### src/rtl/bht_pkg.sv
// ---------------------------------------------------------------------------
// bht_pkg
// Shared types and helpers for the branch history table scheduler.
//   ctr_t      : 2-bit saturating branch counter (MSB = predicted taken)
//   CTR_MIN/MAX: saturation limits of the counter
//   state_t    : table controller state (clearing the table, or serving ports)
//   sat_update : next counter value for a resolved branch outcome
// ---------------------------------------------------------------------------
package bht_pkg;

    typedef logic [1:0] ctr_t;

    localparam ctr_t CTR_MIN = 2'b00;
    localparam ctr_t CTR_MAX = 2'b11;

    typedef enum logic {
        S_INIT,
        S_RUN
    } state_t;

    function automatic ctr_t sat_update(ctr_t c, logic taken);
        ctr_t r;
        if (taken) begin
            r = (c == CTR_MAX) ? CTR_MAX : ctr_t'(c + 2'd1);
        end else begin
            r = (c == CTR_MIN) ? CTR_MIN : ctr_t'(c - 2'd1);
        end
        return r;
    endfunction

endpackage

### src/rtl/bht_upd_fifo.sv
// ---------------------------------------------------------------------------
// bht_upd_fifo
// Small synchronous FIFO holding resolved-branch updates until the table
// has a free slot. Storage is not reset; only pointers and count are.
// Ports:
//   clk, reset       : clock, asynchronous active-high reset
//   push, push_data  : enqueue request and payload (ignored when full)
//   pop              : drop the head entry (ignored when empty)
//   pop_data         : current head entry (valid when !empty)
//   full, empty      : occupancy flags
//   count            : number of stored entries, 0..DEPTH
// ---------------------------------------------------------------------------
module bht_upd_fifo #(
    parameter int WIDTH = 7,
    parameter int DEPTH = 4
) (
    input  logic                     clk,
    input  logic                     reset,
    input  logic                     push,
    input  logic [WIDTH-1:0]         push_data,
    input  logic                     pop,
    output logic [WIDTH-1:0]         pop_data,
    output logic                     full,
    output logic                     empty,
    output logic [$clog2(DEPTH):0]   count
);

    localparam int AW = $clog2(DEPTH);
    localparam int CW = AW + 1;

    logic [WIDTH-1:0] mem [DEPTH];
    logic [AW-1:0]    wr_ptr;
    logic [AW-1:0]    rd_ptr;
    logic [CW-1:0]    count_q;
    logic             do_push;
    logic             do_pop;

    assign do_push = push && !full;
    assign do_pop  = pop && !empty;

    // DEPTH is a power of two, so the pointers wrap by natural overflow.
    always_ff @(posedge clk or posedge reset) begin
        if (reset) begin
            wr_ptr  <= '0;
            rd_ptr  <= '0;
            count_q <= '0;
        end else begin
            if (do_push) wr_ptr <= wr_ptr + 1'b1;
            if (do_pop)  rd_ptr <= rd_ptr + 1'b1;
            count_q <= count_q + CW'(do_push) - CW'(do_pop);
        end
    end

    always_ff @(posedge clk) begin
        if (do_push) mem[wr_ptr] <= push_data;
    end

    assign pop_data = mem[rd_ptr];
    assign full     = (count_q == CW'(DEPTH));
    assign empty    = (count_q == '0);
    assign count    = count_q;

endmodule

### src/rtl/bht_scheduler.sv
// ---------------------------------------------------------------------------
// bht_scheduler
// Single-ported table of 2-bit saturating branch counters shared between a
// fetch-side predict port and an execute-side update port. Updates are
// queued in a FIFO; predicts win the table slot unless the FIFO is full.
// After reset the table is cleared to INIT_VAL, one entry per cycle.
// Ports:
//   clk, reset                    : clock, asynchronous active-high reset
//   req_valid/req_pc/req_ready    : predict request handshake
//   pred_valid/pred_taken         : prediction, one cycle after acceptance
//   upd_valid/upd_pc/upd_taken    : resolved branch offered for update
//   upd_ready                     : update enqueued when valid && ready
//   init_done                     : table clear has finished
// ---------------------------------------------------------------------------
module bht_scheduler
    import bht_pkg::*;
#(
    parameter int   PC_W      = 32,
    parameter int   IDX_BITS  = 6,
    parameter int   UPD_DEPTH = 4,
    parameter ctr_t INIT_VAL  = 2'b00
) (
    input  logic            clk,
    input  logic            reset,
    input  logic            req_valid,
    input  logic [PC_W-1:0] req_pc,
    output logic            req_ready,
    output logic            pred_valid,
    output logic            pred_taken,
    input  logic            upd_valid,
    input  logic [PC_W-1:0] upd_pc,
    input  logic            upd_taken,
    output logic            upd_ready,
    output logic            init_done
);

    localparam int ENTRIES = 1 << IDX_BITS;
    localparam int CNT_W   = $clog2(UPD_DEPTH) + 1;
    localparam int FW      = IDX_BITS + 1;

    state_t              state_q, state_d;
    logic [IDX_BITS-1:0] init_ptr_q, init_ptr_d;
    ctr_t                tbl [ENTRIES];

    logic [IDX_BITS-1:0] req_idx;
    logic [IDX_BITS-1:0] upd_idx;
    logic [IDX_BITS-1:0] head_idx;
    logic                head_taken;
    logic [FW-1:0]       fifo_head;
    logic                fifo_full;
    logic                fifo_empty;
    logic [CNT_W-1:0]    fifo_count;

    logic                port_ready;
    logic                pred_fire;
    logic                upd_slot;
    logic                upd_push;
    logic                tbl_we;
    logic [IDX_BITS-1:0] tbl_widx;
    ctr_t                tbl_wval;

    // Only the word-index bits of the PCs select an entry.
    logic                unused_pc_bits;

    assign req_idx = req_pc[IDX_BITS+1:2];
    assign upd_idx = upd_pc[IDX_BITS+1:2];
    assign unused_pc_bits = ^{req_pc[PC_W-1:IDX_BITS+2], req_pc[1:0],
                              upd_pc[PC_W-1:IDX_BITS+2], upd_pc[1:0]};

    assign {head_idx, head_taken} = fifo_head;
    assign upd_push = upd_valid && port_ready;

    bht_upd_fifo #(
        .WIDTH (FW),
        .DEPTH (UPD_DEPTH)
    ) u_upd_fifo (
        .clk       (clk),
        .reset     (reset),
        .push      (upd_push),
        .push_data ({upd_idx, upd_taken}),
        .pop       (upd_slot),
        .pop_data  (fifo_head),
        .full      (fifo_full),
        .empty     (fifo_empty),
        .count     (fifo_count)
    );

    // Controller: table clear sequencing and single-slot arbitration.
    // Readiness depends only on registered state, never on the valids.
    always_comb begin
        state_d    = state_q;
        init_ptr_d = init_ptr_q;
        port_ready = 1'b0;
        pred_fire  = 1'b0;
        upd_slot   = 1'b0;
        tbl_we     = 1'b0;
        tbl_widx   = init_ptr_q;
        tbl_wval   = INIT_VAL;
        case (state_q)
            S_INIT: begin
                tbl_we     = 1'b1;
                init_ptr_d = init_ptr_q + 1'b1;
                if (init_ptr_q == IDX_BITS'(ENTRIES - 1)) state_d = S_RUN;
            end
            S_RUN: begin
                port_ready = (fifo_count != CNT_W'(UPD_DEPTH));
                if (fifo_full) begin
                    upd_slot = 1'b1;
                end else if (req_valid) begin
                    pred_fire = 1'b1;
                end else if (!fifo_empty) begin
                    upd_slot = 1'b1;
                end
                // Read-modify-write of the head entry completes in one cycle.
                if (upd_slot) begin
                    tbl_we   = 1'b1;
                    tbl_widx = head_idx;
                    tbl_wval = sat_update(tbl[head_idx], head_taken);
                end
            end
            default: state_d = S_INIT;
        endcase
    end

    // Stage boundary: table read -> registered prediction (1-cycle latency).
    always_ff @(posedge clk or posedge reset) begin
        if (reset) begin
            state_q    <= S_INIT;
            init_ptr_q <= '0;
            pred_valid <= 1'b0;
            pred_taken <= 1'b0;
        end else begin
            state_q    <= state_d;
            init_ptr_q <= init_ptr_d;
            pred_valid <= pred_fire;
            if (pred_fire) pred_taken <= tbl[req_idx][1];
        end
    end

    always_ff @(posedge clk) begin
        if (tbl_we) tbl[tbl_widx] <= tbl_wval;
    end

    assign req_ready = port_ready;
    assign upd_ready = port_ready;
    assign init_done = (state_q == S_RUN);

endmodule

### config.mk
export PLATFORM = sky130hd
export DESIGN_NAME = bht_scheduler
export DESIGN_NICKNAME = d
export VERILOG_FILES = /design/src/rtl/bht_pkg.sv /design/src/rtl/bht_upd_fifo.sv /design/src/rtl/bht_scheduler.sv
export SDC_FILE = /design/constraint.sdc
export NUM_CORES = 1
export LEC_CHECK = 0
export CAP_MARGIN = 10
export CORE_UTILIZATION = 45
export DETAILED_ROUTE_END_ITERATION = 8
export GPL_ROUTABILITY_DRIVEN = 0
export PLACE_DENSITY = 0.71
export SYNTH_ARGS = -nofsm -noshare
export SYNTH_HDL_FRONTEND = slang
export SYNTH_HIERARCHICAL = 1
export SYNTH_SLANG_ARGS = --single-unit
### constraint.sdc
create_clock -name clk -period 10.3 [get_ports clk]
set_input_delay 3.09 -clock clk [delete_from_list [all_inputs] [get_ports clk]]
set_output_delay 3.09 -clock clk [all_outputs]
set_load 0.01 [all_outputs]
; ---- Word level (Yosys, flattened, before mapping)
; Memory sizes are Yosys's and may differ from the RTL's. A register that Yosys moved wholly into a read port is not among the register bits.
; Cells that the tools add are included.
[totals]
reg_bits = 15
ramBits = 156
output_inout_bits = 5
elab_cells = 51
mem_count = 2
[op_classes]
add_sub_neg = 7
eq_ne = 4
mux = 24
bitwise = 1
n_reduce_logical = 7
[mem_list]
columns = memory, words, word_bits, rd, rd_clocked_by_memory_dff, wr, line_no
row1 = tbl, 64, 2, 2, 1, 1, bht_scheduler.sv:43  ; ctr_t tbl [ENTRIES];
row2 = u_upd_fifo.mem, 4, 7, 1, 0, 1, bht_upd_fifo.sv:31  ; logic [WIDTH-1:0] mem [DEPTH];
[ops]
columns = op, count
row1 = 1-bit 2-to-1 mux, 16
row2 = 6-bit 2-to-1 mux, 2
row3 = 2-bit 2-to-1 mux, 5
row4 = 2-bit by 1-bit adder with 2-bit output (second input constant), 3
row5 = 6-bit by 1-bit adder with 6-bit output (second input constant), 1
row6 = 6-bit == test (second input constant), 1
row7 = 3-bit by 1-bit adder with 3-bit output, 1
row8 = 3-bit == test (second input constant), 1
row9 = 1-bit logical AND, 3
row10 = 3-bit logical NOT, 1
row11 = 3-bit != test (second input constant), 1
row12 = 3-bit by 1-bit subtractor with 3-bit output, 1
row13 = 2-bit == test (second input constant), 1
row14 = 1-bit logical NOT, 2
row15 = 2-bit logical NOT, 1
row16 = 1-bit one-hot mux with 2 select lines, 1
row17 = 2-bit by 1-bit subtractor with 2-bit output (second input constant), 1
row18 = 1-bit inverter, 1

; ---- Logic depth before layout (Yosys ltp)
; Gate-level depths: netlist of run 1.
[depth]
ltp_word = 9
depth_mapped = 12

; ---- Cells and area by module
; Netlist of run 1, hierarchy kept.
[modules_own_cells]
columns = mod, instances, cells_per_inst, area_each_um2
row1 = bht_scheduler, 1, 383, 6254.7
row2 = bht_upd_fifo, 1, 79, 1482.7

; ---- Worst setup path after synthesis of run 1
; OpenSTA, ideal clock, no wires.
[synth_path]
path_kind = input-to-reg
startpoint = input port req_valid
endpoint = memory tbl[0][0] in the netlist's numbering, data pin
t_arrival_ns = 5.318
path_slack_ns = 4.434
stages = 4
path_buffers = 1
cell_sequence = nor2_1 o21ai_1 clkbuf_1 a21oi_1
[synth_via]
elab_chain_len = 5
[synth_lines]
columns = element, line_no
row1 = start: declaration, bht_scheduler.sv:25  ; input logic req_valid,
row2 = 1-bit 2-to-1 mux, bht_scheduler.sv:109  ; end else if (req_valid) begin
row3 = 1-bit 2-to-1 mux, bht_scheduler.sv:107  ; if (fifo_full) begin
row4 = 1-bit 2-to-1 mux, bht_scheduler.sv:99  ; case (state_q)
row5 = 2-bit 2-to-1 mux, bht_scheduler.sv:115  ; if (upd_slot) begin
row6 = 2-bit 2-to-1 mux, bht_scheduler.sv:99
row7 = via tbl_wval[0], bht_scheduler.sv:60  ; ctr_t tbl_wval;
row8 = end: declaration, bht_scheduler.sv:43
; The timed path passes the listed nets, and every way through them passes these cells. The select of a mux whose other input is x is not followed.

==> out/summary.md, run 1 <==
Summed over all nets, the switching power comes to 0.253 mW. Counting every sink on the clock net gives 172. The clock transition at the registers of the reported paths works out to 0.06 ns.

For this run, the detailed router's first-pass iteration total came to 5. The number of gates resized after CTS is 0. The total wirelength of the detailed-routed design was 15,800 um. The total number of vias was 4,229; the die width was 133 um. Counting stages on the worst path, the most repeated cell is sky130_fd_sc_hd__mux4_2. From bottom edge to top edge, the die measures 133 um. Setup repair after global routing left no endpoint under its margin. Global-route total usage across every layer: 0.195. The critical path goes through clkdlybuf4s50_1 -> mux4_2 -> mux4_2 -> mux4_2 -> nand2_1 -> nand2_1. The run finished with clean final reports. For the final antenna-violating net count, the log shows 0. In the synthesized netlist the dominant register cell turns out to be sky130_fd_sc_hd__edfxtp_1. For the final routed database, the setup TNS stands at 0 ns.

After floorplanning, the core was divided into 47 placement rows. Fraction of final layout cells with drive strength greater than 1: 0.188. TritonCTS built the clock tree. The HPWL after detailed placement is 10,000 um. The final count of pins violating max slew was 0; the post-CTS setup-driven buffer insertion count was 0. The worst register-to-register path begins at u_upd_fifo/rd_ptr[0]$_DFFE_PP0P_. The largest stage delay on the critical path works out to 1.08 ns. For the required time at the worst-slack endpoint, the log shows 10.61 ns. Entering global routing, the biggest net connects 65 pins.

The run gives 686 as the number of cells in the design after placement. For the initial core utilization, the log shows 0.463. Internal power comes to 1.16 mW.

In this run the most critical hold path is launched from pred_taken$_DFFE_PP0P_. The largest total area in the synthesized netlist belongs to sky130_fd_sc_hd__edfxtp_1. The post-synthesis sequential area ratio is 0.657. Counting flops and latches in the post-synthesis netlist gives 172. Counting along the longest clock path gives a buffer depth of 2. The tools report the number of fillers in the final layout as 1,352. The arrival time at the worst endpoint was 5.89 ns; the diode insertion count for antenna repair was 0.

Setup violations remaining at the end of the flow were counted as 0. The tools report the worst setup path startpoint as req_pc[3]. The tree is rooted in a sky130_fd_sc_hd__clkbuf_16.

The number of antenna violations at the first check in global routing is 0, and the boundary pin count is 74. Compared with the post-synthesis result, the final layout area differs by 13.2%. The endpoint class of the critical path was a register. Input and output buffers added on the ports amount to 21. For the area of the core region, the log shows 16,700 um2. At the pin with the least slew margin, the transition time is 1.05 ns.

The top cell type's share of synthesized area is 0.605. The critical path is of the input pin to register type. The logs give 24,800 um for the first-pass GRT wire length and 17 for the number of buffers created by CTS.

In the final routed layout, each cell accounts on average for 22.1 um. The number of synthesized flops with an enable pin was 156; the number of buffers inserted for hold repair after clock tree synthesis was 0. Dividing the detail-routed via count by the number of cells gives 5.91. The run gives 0.532 as the relative contribution of sequential cells to total power. The via count of the first global-routing pass is 4,430, and the worst-path maximum fanout is 16. Yosys printed 6 warnings. The tool flagged a number of max-cap violations equal to 0. The ratio of total power to cell area is 161 nW/um2, and the count of routing violations after the opening detailed-route iteration is 493. Setup slack closes at 4.72 ns. For the synthesized instance count, the log shows 462. The clock latency at the later pin of the worst-skew pair came out at 0.42 ns.

The combinational group share of total power came out at 0.012. By area the synthesized netlist is led by sky130_fd_sc_hd__edfxtp_1 (61%), sky130_fd_sc_hd__mux4_2 (17%), sky130_fd_sc_hd__dfrtp_1 (5.2%), sky130_fd_sc_hd__nor2_1 (3.3%), sky130_fd_sc_hd__a22oi_1 (1.6%). For the total congestion overflow after global routing, the log shows 0. Final cycle utilization of the critical path: 0.542.

CTS built an H-tree with a depth of 4. The clock period could shrink to 5.58 ns. For the share of power burned in the clock network, the log shows 0.456.

The number of design rule violations left after detail routing was 0; the synthesized net count was 539. The synthesized netlist contains 45 unique library cells. The mapped netlist covers 7740 um2. The maximum operating frequency came out at 0.179 GHz. The final cell count without fillers was 716. The layout net count is 563. OpenSTA, run right after detailed placement, puts the worst setup slack at 4.30 ns. The tools report the die area as 17,700 um2.

The slowest stage of the critical path is the sky130_fd_sc_hd__clkdlybuf4s50_1 cell. The largest vdd supply drop is 0.118 mV, and the post-synthesis async set-or-reset flop share is 0.0930. Worst max-slew margin expressed relative to the limit: 0.292. The tools report the critical path launch point type as an input pin.

The count of endpoints failing hold in the final timing report is 0, and the share of total power consumed by net switching is 0.179. The leakage component of the power was 2.47 nW. The path class of the tightest hold or removal check is register to register. The average instance in the mapped netlist occupies 16.7 um2.

Across the routed clock network, the largest skew measured is 0.00869 ns.
state kept, by name, indices dropped and copies added (netlist names):
name,cells
u_upd_fifo/wr_ptr,2
u_upd_fifo/mem,28
u_upd_fifo/count,3
tbl,128
init_ptr_q,6
u_upd_fifo/rd_ptr,2
init_done,1
pred_valid,1
pred_taken,1
cell type report:
| class | instances | area (um2) | area share |
|---|---|---|---|
| sequential | 172 | 5080 | 0.580 |
| multi-input combinational | 258 | 2520 | 0.287 |
| clock buffer | 21 | 440 | 0.0503 |
| tap | 220 | 275 | 0.0314 |
| timing repair buffer | 26 | 260 | 0.0297 |
| clock inverter | 8 | 144 | 0.0164 |
| inverter | 11 | 41.3 | 0.00471 |
layer usage:
layer  track usage  part of all wire  wire length [um]  vias up
li1              -                 -                 -     1877
met1         0.260              0.40              6400     2164
met2         0.318              0.50              7890      167
met3        0.0453             0.082              1300       21
met4        0.0663             0.015               245        0
met5             0                 0                 0        -
worst paths after layout:
kind	to	slack (ns)	cells after the start
setup / recovery	pred_taken$_DFFE_PP0P_	4.72	6
hold / removal	pred_taken$_DFFE_PP0P_	0.51	2
setup reg to reg	tbl[6][0]$_DFFE_PP_	5.87	9
hold reg to reg	pred_taken$_DFFE_PP0P_	0.51	2
max in group asynchronous	init_ptr_q[4]$_DFFE_PP0N_	7.06	2
min in group asynchronous	u_upd_fifo/count[1]$_DFF_PP0_	2.94	2
stage by stage:
stage | hold WS [ns] | power, mW | utilization | area (um2)
finish | 0.509 | 1.41 | 0.525 | 8760
global route | 0.542 | 1.46 | 0.525 | 8760
CTS | 0.521 | 1.43 | 0.523 | 8740
global placement | 0.464 | 0.784 | 0.488 | 8160
floorplan | 0.478 | 0.775 | - | 7740
detailed placement | 0.500 | 0.784 | 0.488 | 8160
layout by cell type (no fill, tap or decap), drive strengths merged, types with 6 or more instances in the layout:
| cell type | n |
|---|---|
| a21oi | 7 |
| clkbuf | 21 |
| inv | 11 |
| nand2b | 11 |
| o21ai | 8 |
| mux4 | 60 |
| ha | 7 |
| clkdlybuf4s50 | 21 |
| nand3 | 6 |
| a22oi | 16 |
| nor2 | 68 |
| edfxtp | 156 |
| xnor2 | 9 |
| dfrtp | 16 |
| nand2 | 25 |
worst max-delay path: cells and delay by family:
family | cells | cell delay (ns)
and+or+nand+nor | 2 | 0.16
muxes | 3 | 1.55
buffers and inverters | 1 | 1.08
kinds of logic (layout without fill, tap and decap cells):
family | Yosys count | after routing | share of synthesized area
compound gates | 42 | 42 | 0.0361
xor+xnor | 9 | 9 | 0.0102
fa+ha+maj | 9 | 9 | 0.0152
buf+inv | 32 | 66 | 0.0201
flops | 172 | 172 | 0.657
mux | 62 | 62 | 0.177
simple gates | 136 | 136 | 0.0839
Yosys cell counts, types with 2 or more instances:
master,n
sky130_fd_sc_hd__nand4bb_1,2
sky130_fd_sc_hd__nor2_1,68
sky130_fd_sc_hd__dfrtp_1,16
sky130_fd_sc_hd__a21oi_1,7
sky130_fd_sc_hd__clkbuf_1,9
sky130_fd_sc_hd__nand3_1,6
sky130_fd_sc_hd__buf_4,4
sky130_fd_sc_hd__nand3b_1,5
sky130_fd_sc_hd__buf_2,3
sky130_fd_sc_hd__nor4_1,2
sky130_fd_sc_hd__o211ai_1,2
sky130_fd_sc_hd__inv_1,10
sky130_fd_sc_hd__buf_1,2
sky130_fd_sc_hd__and2_1,2
sky130_fd_sc_hd__mux4_2,60
sky130_fd_sc_hd__xnor2_1,9
sky130_fd_sc_hd__nor3_1,3
sky130_fd_sc_hd__o31ai_1,2
sky130_fd_sc_hd__buf_6,2
sky130_fd_sc_hd__nand2_1,25
sky130_fd_sc_hd__o21ai_0,4
sky130_fd_sc_hd__edfxtp_1,156
sky130_fd_sc_hd__nand2b_1,11
sky130_fd_sc_hd__o21ai_1,4
sky130_fd_sc_hd__a211oi_1,2
sky130_fd_sc_hd__ha_1,7
sky130_fd_sc_hd__nor2b_1,3
sky130_fd_sc_hd__and3b_1,4
sky130_fd_sc_hd__a22oi_1,16
power groups by stage:
stage	sequential (mW)	combinational, mW	clock, mW
CTS	0.752	0.0175	0.657
global placement	0.767	0.0172	0
floorplan	0.767	0.00768	0
finish	0.752	0.0173	0.645
global route	0.752	0.0188	0.685
detailed placement	0.767	0.0176	0
Note: power is estimated with default switching activity, not from simulation.
==> run 2, diff against run 1 <==
clock period = 5.2 ns   (was 10.3 ns; I/O delays follow)
==> run 2 against run 1 <==
  * Critical path depth increased by 2
  * Wire length increased by 1.7%
  * Clock skew increased by 0.0020 ns
  * Combinational power increased by 100%
  * Worst setup slack got worse by 3.6 ns
  * Flip-flop and latch count unchanged
  * Via count about the same
  * Largest cell class unchanged
  * Highest routed layer unchanged
==> out/summary.md, run 2 (same netlist as run 1, synthesis figures left out) <==
The number of buffers inserted for hold repair after clock tree synthesis is 0 (unchanged). The per-cell via count in the routed design is 5.86 (was 5.91), and the total power after layout is 2.77 mW (was 1.41 mW). The required time at the worst-slack endpoint was 5.43 ns (was 10.61 ns); the ratio of total power to cell area was 315 nW/um2 (was 161 nW/um2). The largest register by flop count was tbl (unchanged). Arrival time at the worst endpoint: 4.36 ns (was 5.89 ns). Commonest non-fill, non-tap cells in the layout: sky130_fd_sc_hd__edfxtp_1 (156), sky130_fd_sc_hd__nor2_1 (67), sky130_fd_sc_hd__mux4_2 (60) (unchanged). The run gives 2 (unchanged) as the number of buffers on the longest clock path. The global-route total usage across every layer was 0.197 (was 0.195); the boundary pin count was 74 (unchanged). The final count of pins violating max slew came out at 0 (unchanged). The H-tree depth was 4 (unchanged).

The pin count of the biggest net entering global routing is 37 (was 65), and the final cycle utilization of the critical path is 0.795. The diode insertion count for antenna repair was 0 (unchanged); the fraction of final layout cells with drive strength greater than 1 was 0.207 (was 0.188). The layout overhead on the synthesized area is 13.6% (was 13.2%). The run gives 10,700 um (was 10,000 um) as the placed wire-length estimate after detailed placement. The run gives 0 (unchanged) as the number of design rule violations left after detail routing. The tools report the number of buffers created by CTS as 17 (unchanged). Final count of negative-setup-slack endpoints: 0 (unchanged).

The via count of the first global-routing pass was 4,503 (was 4,430). For the number of antenna violations at the first check in global routing, the log shows 0 (unchanged). The number of gates resized after CTS was 0 (unchanged). TritonCTS built the clock tree.

For the total congestion overflow after global routing, the log shows 0 (unchanged). Largest registers ranked by flip-flop count: tbl: 128 flops, u_upd_fifo/mem: 28 flops, init_ptr_q: 6 flops (unchanged). The clock tree root buffer cell was sky130_fd_sc_hd__clkbuf_16 (unchanged). The run gives 172 (unchanged) as the count of clock tree sinks.

The cell repeated most along the worst path is sky130_fd_sc_hd__mux4_2 (unchanged). The maximum operating frequency was 0.242 GHz. The number of flip-flops under the largest register name was 128 (unchanged).

The run gives 0 (unchanged) as the post-CTS setup-driven buffer insertion count. Commonest non-fill, non-tap cell in the layout: sky130_fd_sc_hd__edfxtp_1 (unchanged). The die height came out at 133 um (unchanged). The endpoint class of the critical path is a register (unchanged). The total negative setup slack is 0 ns (unchanged).

The tools report the layout net count as 566 (was 563). Setup repair after global routing left no endpoint under its margin. Number of fillers in the final layout: 1,351 (was 1,352). The number of buffers added on ports was 21 (unchanged); the shortest clock period the worst path allows after layout was 4.13 ns. The largest stage delay on the critical path was 1.00 ns (was 1.08 ns); the max-capacitance violation count was 0 (unchanged). The largest vdd supply drop was 0.222 mV (was 0.118 mV); the buffer and inverter count on the worst path was 1 (unchanged).

The highest-delay cell along the critical path is sky130_fd_sc_hd__mux4_2 (was sky130_fd_sc_hd__clkdlybuf4s50_1). The leakage component of the power is 2.49 nW (was 2.47 nW), and the initial core utilization is 0.463 (unchanged). The tools report the number of core rows as 47 (unchanged). Critical path launch point type: a register (was an input pin). The total wirelength of the detailed-routed design was 16,100 um (was 15,800 um); the die width was 133 um (unchanged).

Clock transition at the registers of the reported paths: 0.06 ns (about the same). For the count of routing violations after the opening detailed-route iteration, the log shows 397 (was 493). The wire length per cell after detailed routing came out at 22.3 um (was 22.1 um).

The critical path class was register to register (was input pin to register). The tools report the area of the core region as 16,700 um2 (unchanged). The class of the tightest hold or removal check was register to register (unchanged). The worst-path maximum fanout was 36 (was 16); the first-pass GRT wire length was 25,100 um (was 24,800 um). Die area: 17,700 um2 (unchanged). The logs give 0.344 (was 0.292) for the worst max-slew margin expressed relative to the limit and 0.43 ns (was 0.42 ns) for the clock latency at the later pin of the worst-skew pair. The cell class contributing the biggest share of worst-path delay is multiplexers (unchanged).

The tools report the number of cells in the design after placement as 690 (was 686). The final cell count without fillers was 722 (was 716). The detailed-routing iteration count for the pre-antenna-repair pass came out at 5 (unchanged). The count of endpoints failing hold in the final timing report came out at 0 (unchanged).

Cells traversed along the worst timing path: mux4_2 -> mux4_2 -> a22oi_1 -> a211oi_1 -> nor4_1 -> o21ai_1 -> a21oi_4 -> buf_4 (was clkdlybuf4s50_1 -> mux4_2 -> mux4_2 -> mux4_2 -> nand2_1 -> nand2_1). The worst hold slack after final layout is 0.476 ns (was 0.509 ns). Final antenna-violating net count: 0 (unchanged). The run finished with clean final reports.

The total number of vias was 4,230 (was 4,229); the transition time of the tightest slew-check pin was 0.985 ns (was 1.05 ns). The maximum clock skew at final layout was 0.0107 ns (was 0.00869 ns).
-- run 2: area by class of cell --
type | instances | area (um2) | area share
Sequential cell | 172 | 5080 | 0.579
Multi-Input combinational cell | 258 | 2520 | 0.286
Clock buffer | 18 | 429 | 0.0488
Timing Repair Buffer | 29 | 283 | 0.0322
Tap cell | 220 | 275 | 0.0313
Clock inverter | 14 | 160 | 0.0182
Inverter | 11 | 41.3 | 0.00470
-- run 2: worst paths after layout --
kind | slack, ns | cells after the start | endpoint | start
worst max-delay path | 1.07 | 8 | tbl[31][0]$_DFFE_PP_ | u_upd_fifo/rd_ptr[0]$_DFFE_PP0P_
min in group asynchronous | 1.40 | 2 | u_upd_fifo/wr_ptr[0]$_DFFE_PP0P_ | reset
worst min-delay path | 0.48 | 2 | pred_taken$_DFFE_PP0P_ | pred_taken$_DFFE_PP0P_
worst max register to register | 1.07 | 8 | tbl[31][0]$_DFFE_PP_ | u_upd_fifo/rd_ptr[0]$_DFFE_PP0P_
max in group asynchronous | 3.50 | 2 | init_ptr_q[2]$_DFFE_PP0N_ | reset
worst min register to register | 0.48 | 2 | pred_taken$_DFFE_PP0P_ | pred_taken$_DFFE_PP0P_
-- run 2: routing by layer --
metal | vias to the layer above | share of wire | track usage
li1 | 1887 | - | -
met1 | 2135 | 0.40 | 0.241
met2 | 186 | 0.50 | 0.325
met3 | 22 | 0.087 | 0.0632
met4 | 0 | 0.018 | 0.0770
met5 | - | 0 | 0
-- run 2: where the power goes --
group / leakage, nW / switching (mW) / internal [mW]
Sequential: 1.34 / 0 / 1.49
Combinational: 0.870 / 0.0169 / 0.0184
Clock: 0.279 / 0.531 / 0.716
-- run 2: worst min-delay path: cells and delay by family, from the launching register on --
family,cells,cell delay (ns)
flip-flops,1,0.34
AND/OR/NAND/NOR,2,0.10
-- run 2: stage by stage --
stage	util	area (um2)	setup slack [ns]
2_1_floorplan	-	7740	0.267
3_3_place_gp	0.491	8200	0.885
3_5_place_dp	0.491	8200	0.803
4_1_cts	0.526	8790	1.06
5_1_grt	0.526	8790	0.778
6_report	0.526	8790	1.07
